<file path="src/rtl/sat_counter.sv">
// Saturating up-counter with synchronous clear.
//   clk   : clock
//   rst_n : asynchronous active-low reset (value -> 0)
//   inc   : increment by one, holding at all-ones
//   clr   : synchronous clear, takes priority over inc
//   value : current count
module sat_counter #(
    parameter int unsigned WIDTH = 8
) (
    input  logic             clk,
    input  logic             rst_n,
    input  logic             inc,
    input  logic             clr,
    output logic [WIDTH-1:0] value
);

    logic [WIDTH-1:0] value_q, value_d;

    always_comb begin
        value_d = value_q;
        if (clr) begin
            value_d = '0;
        end else if (inc && (value_q != {WIDTH{1'b1}})) begin
            value_d = value_q + WIDTH'(1);
        end
    end

    always_ff @(posedge clk or negedge rst_n) begin
        if (!rst_n) begin
            value_q <= '0;
        end else begin
            value_q <= value_d;
        end
    end

    assign value = value_q;

endmodule

</file>
<file path="config.mk">
export PLATFORM = sky130hd
export DESIGN_NAME = sat_counter
export DESIGN_NICKNAME = d
export VERILOG_FILES = /design/src/rtl/sat_counter.sv
export SDC_FILE = /design/constraint.sdc
export NUM_CORES = 1
export LEC_CHECK = 0
export ABC_AREA = 1
export CORE_AREA = 2 2 39 41
export CTS_CLUSTER_DIAMETER = 200
export DETAILED_ROUTE_END_ITERATION = 8
export DIE_AREA = 0 0 41 43
export PLACE_DENSITY = 0.63
export SYNTH_ARGS = -nofsm -noshare
export SYNTH_HDL_FRONTEND = slang
export SYNTH_SLANG_ARGS = --single-unit
</file>
<file path="constraint.sdc">
create_clock -name clk -period 3.7 [get_ports clk]
set_input_delay 1.11 -clock clk [delete_from_list [all_inputs] [get_ports clk]]
set_output_delay 1.11 -clock clk [all_outputs]
set_load 0.02 [all_outputs]
</file>
==> impl_metrics.tcl <==
set metrics [dict create \
    status "finished, final reports clean" \
    p_int_uw 144 \
    sequentialPowerShare_pct 48.3 \
    port_buffers 11 \
    cts_hold_buf 0 \
    rsz0062_at_grt "no" \
    postCtsSetupRepairBufs 0 \
    synthesis.area_um2 512 \
    grt_overflow 0 \
    clk_pin_slew_worst_paths_ns 0.05 \
    ys_ff_latch 8 \
    slew_violations 0 \
    max_stage_delay_ns 0.65 \
    synthCells 74 \
    gp_congestion 0.841 \
    syn2layout_area_growth_pct 29.8 \
    core_um2 1380 \
    p_comb_share_pct 17.1 \
    p_leak_uw 0.000314 \
    dieWidth_um 41 \
    max-slew-margin-rel_pct 73.0 \
    fill_cells 144 \
    swShare_pct 28.3 \
    crit_buf_inv 1 \
    clock_power_share_pct 34.6 \
    sequential_cell_area_um2 200 \
    cp.arrival_ns 1.36 \
    grt_util_met2_pct 19.4 \
    num_vias 502 \
    cp_top_family "buffers and inverters" \
    drt_first_iter_violations 20 \
    io_pins 12 \
    pre_cts_ws_ns 1.37 \
    die_h_um 43 \
    irDropWorstVdd_mv 0.171 \
    hold_violations 0 \
    tightest_slew_ns 0.403 \
    critPathKind "flop to output port" \
    crit_path_top_delay_cell "clkdlybuf4s50_1" \
    grtUsageMet1_pct 24.6 \
    die_area_um2 1760 \
    fmax_mhz 404 \
    routedWlPerCell_um 11.0 \
    synth_cell_types 15 \
    end_kind "output port" \
    dr.pass1.iters 4 \
    nNetsFinal 95 \
    hold_path_class "flop to flop" \
    ys_warn_count 0 \
    skew_ns 0.00427 \
    cts_buffers 3 \
    start_util_pct 37.0 \
    cp_cell_sequence "clkdlybuf4s50_1" \
    h-tree-depth 1 \
    p_switching_uw 56.8 \
    post_cts_resized 0 \
    wl_um 1150 \
    finalSetupTns_ns 0 \
    busiest_layer "met1" \
    layout_commonest_cell "nand2_1" \
    setup_viol 0 \
    drc 0 \
    antenna_found_initial 0 \
    multiInputGateArea_um2 265 \
    fin_crit_sh_pct 66.8 \
    synth.avg_cell_area_um2 6.92 \
    start_kind "flop" \
    p_per_area_nw_per_um2 302 \
    vias_per_cell 4.83 \
    use_met3_pct 3.14 \
    drv_cap 0 \
    grt_max_degree 9 \
    drtAntennaViolNets 0 \
    cts.sinks 8 \
    synth_nets 79 \
    rows 14 \
    drive_gt1_share_pct 11.4 \
    grt_pass1_wl_um 1870 \
    required_ns 2.59 \
    grt_pass1_vias 425 \
    antenna_cells 0 \
    root_buffer "clkbuf_4" \
    clock_latency_ns 0.26 \
    totalPowerFinal_uw 200 \
    cts_buffer_depth 2 \
    largest_reg_flops 8 \
    period_minus_slack_ns 2.47 \
    hpwl_um 856 \
    tritoncts "yes" \
    layout_common_cells "25 x nand2_1, 11 x clkdlybuf4s50_1, 10 x inv_1, 9 x nand3_1, 8 x dfrtp_1" \
    final.setup.worst_slack_ns 1.23 \
    cp_max_fo 7 \
    synth_seq_area_share_pct 39.1 \
    track_usage_pct 16.0 \
]
power by group through the flow:
| stage | logic [µW] | registers [µW] | clock network [µW] |
|---|---|---|---|
| after floorplan | 13.1 | 102 | 0 |
| after global placement | 34.7 | 98.3 | 0 |
| after detailed placement | 34.1 | 98.2 | 0 |
| after CTS | 34.4 | 96.7 | 69.6 |
| after global routing | 37.5 | 97.5 | 74.9 |
| final | 34.2 | 96.8 | 69.4 |
cell type report:
class / instances / share of cell area [%]
multi-input combinational: 55 / 39.9
tap: 16 / 3.01
sequential: 8 / 30.1
timing repair buffer: 11 / 16.6
inverter: 11 / 6.97
clock buffer: 3 / 3.39
Yosys cell counts (all sizes together):
master  instances  area [µm²]
ha              1        12.5
o21ai           1        5.00
clkinv          1        8.76
o21bai          2        15.0
dfrtp           8         200
nand2          28         118
nor3            2        10.0
nand3           9        45.0
nor2            7        31.3
inv            10        37.5
a21oi           5        28.8
per-layer routing:
metal | vias up | part of all wire, %
li1 | 262 | -
met4 | 0 | 1.2
met5 | - | 0
met2 | 12 | 43
met1 | 226 | 52
met3 | 2 | 3.5
worst reg2reg max path: cells and delay by family, from the launching register on:
kind / cells / cell delay [ns]
AOI/OAI and AO/OA: 1 / 0.30
adders and majority gates: 1 / 0.23
buffers and inverters: 1 / 0.03
DFF: 1 / 0.42
and+or+nand+nor: 4 / 0.34
per-stage QoR:
step / area, µm² / hold WS [ns] / instances / utilization, %
6_report: 664 / 0.554 / 104 / 48.0
5_1_grt: 664 / 0.585 / 104 / 48.0
4_1_cts: 664 / 0.555 / 104 / 48.0
3_5_place_dp: 642 / 0.540 / 101 / 46.4
3_3_place_gp: 642 / 0.535 / 101 / 46.4
2_1_floorplan: 512 / 0.622 / 74 / -
worst paths after layout:
check                               from  endpoint  slack (ns)  cells past startpoint
worst max-delay path            value[5]  value[5]        1.23                      1
worst min-delay path            value[4]  value[4]        0.55                      2
worst max register to register  value[1]  value[7]        2.28                      7
worst min register to register  value[4]  value[4]        0.55                      2
max in group asynchronous          rst_n  value[7]        2.27                      1
min in group asynchronous          rst_n  value[2]        1.15                      1
logic make-up (layout without fill, tap and decap cells):
logic type	after synthesis	count (layout)	share of synthesized area, %
buffers and inverters	11	25	9.05
AND/OR/NAND/NOR	46	46	39.9
flip-flops	8	8	39.1
AO/OA/AOI/OAI	8	8	9.53
adder cells (fa/ha/maj)	1	1	2.44
Note: power is estimated with default switching activity, not from simulation.
==> variant, RTL diff (same settings) <==
`WIDTH`: 8 -> 10.
--- a/src/rtl/sat_counter.sv
+++ b/src/rtl/sat_counter.sv
@@ -7,3 +7,3 @@
 module sat_counter #(
-    parameter int unsigned WIDTH = 8
+    parameter int unsigned WIDTH = 10
 ) (
Ports: changed (resized value); port bits go from 12 to 14. No check against the original RTL was run, so the function may have changed too.
==> variant against the original RTL <==
Clock power up 40%; critical path depth unchanged; area after synthesis up 33%; setup slack got worse by 7.0 ps; critical endpoint is now value[7]; total power increased by 18%; fmax shrank 0.28%; clock skew grew 0.83 ps; largest cell class unchanged; cell area up 30%; sequential cell count rose by 2; routed wire length rose by 27%; worst hold slack better by 21 ps.
==> variant: results (changes against the original RTL) <==
place:
  placed_area_um2: 830  # was 642 um2
  dp.cells: 123  # was 101
  gp_congestion: 0.774  # was 0.841
  port-buffer-count: 13  # was 11
  dp_hpwl_um: 1120  # was 856 um
  dp_slack_ps: 1360  # was 1370 ps
yosys:
  synth_cells: 95  # was 74
  yosys-top-cells-count: "nand2_1, nand3_1, inv_1"  # was nand2_1, inv_1, nand3_1
  synth_top_cells_by_area: "dfrtp_1, nand2_1, nand3_1, inv_1, nor2_1"  # was dfrtp_1, nand2_1, nand3_1, inv_1, a21oi_1
  synth-compound-area-share_pct: 5.13  # was 9.54%
  synth_nets: 100  # was 79
  synth_xor_area_share_pct: 2.56  # was 0%
  ys_seq_area_share_pct: 36.6  # was 39.1%
final_layout:
  fin_nets: 117  # was 95
  n_fill_cell: 139  # was 144
  instances_no_fill: 127  # was 104
  largest_reg_flops: 10  # was 8
  drive_gt1_share_pct: 11.7  # was 11.4%
pwr:
  p_total_w: 0.000236  # was 0.000200 W
  leakagePower_nw: 0.357  # was 0.314 nW
  switchingPower_w: 0.0000555  # was 0.0000568 W
  p_clk_w: 0.0000975  # was 0.0000694 W
  cellPowerDensity_nw_per_um2: 273  # was 302 nW/um2
  peakVddDrop_uv: 230  # was 171 uV
global_route:
  grt_max_degree: 13  # was 9
  grt_pass1_vias: 594  # was 425
  track_usage_pct: 21.1  # was 16.0%
min_path:
  min_from: "value[0]"  # was value[4]
setup_path:
  worstSetupStartpoint: "value[7]"  # was value[5]
  r2r_start: "value[0]"  # was value[1]
clock_network:
  clk_path_buf_depth: 2  # unchanged
  cts.clk_slew.worst_paths_ps: 70  # was 50 ps
  root_buffer: "clkbuf_4"  # unchanged
sta:
  clock_skew_ps: 5.09  # was 4.27 ps
  tightest_slew_ps: 485  # was 403 ps
drt:
  vias: 657  # was 502
  drtIter0Drc: 17  # was 20
  wirelength_um: 1450  # was 1150 um
run_status:
  outcome: "completed"  # unchanged
variant: cell count changes after synthesis, moves of 4 or more:
cell     change
nor2_1       +4
a21oi_1      -4
o21ai_1      +5
nand3_1      +4
nand2_1      +6
variant: routing by layer:
layer | up-vias | wire length [um] | GRT usage [%]
met2 | 19 | 663 | 30.3
li1 | 337 | - | -
met5 | - | 0 | 0
met4 | 0 | 19 | 8.00
met1 | 299 | 672 | 29.5
met3 | 2 | 94 | 5.24
variant: worst paths after layout:
path	depth (start not counted)	slack (ps)	end
max in group asynchronous	1	2200	value[2]
min in group asynchronous	1	1170	value[7]
worst min register to register	1	570	value[0]
worst max register to register	8	2230	value[3]
worst min-delay path	1	570	value[0]
worst max-delay path	1	1220	value[7]
variant: cell type report:
class | instances | area share [%]
multi-input combinational | 72 | 44.4
tap | 16 | 2.31
clock buffer | 4 | 4.19
sequential | 10 | 28.9
inverter | 12 | 5.20
timing repair buffer | 13 | 15.0
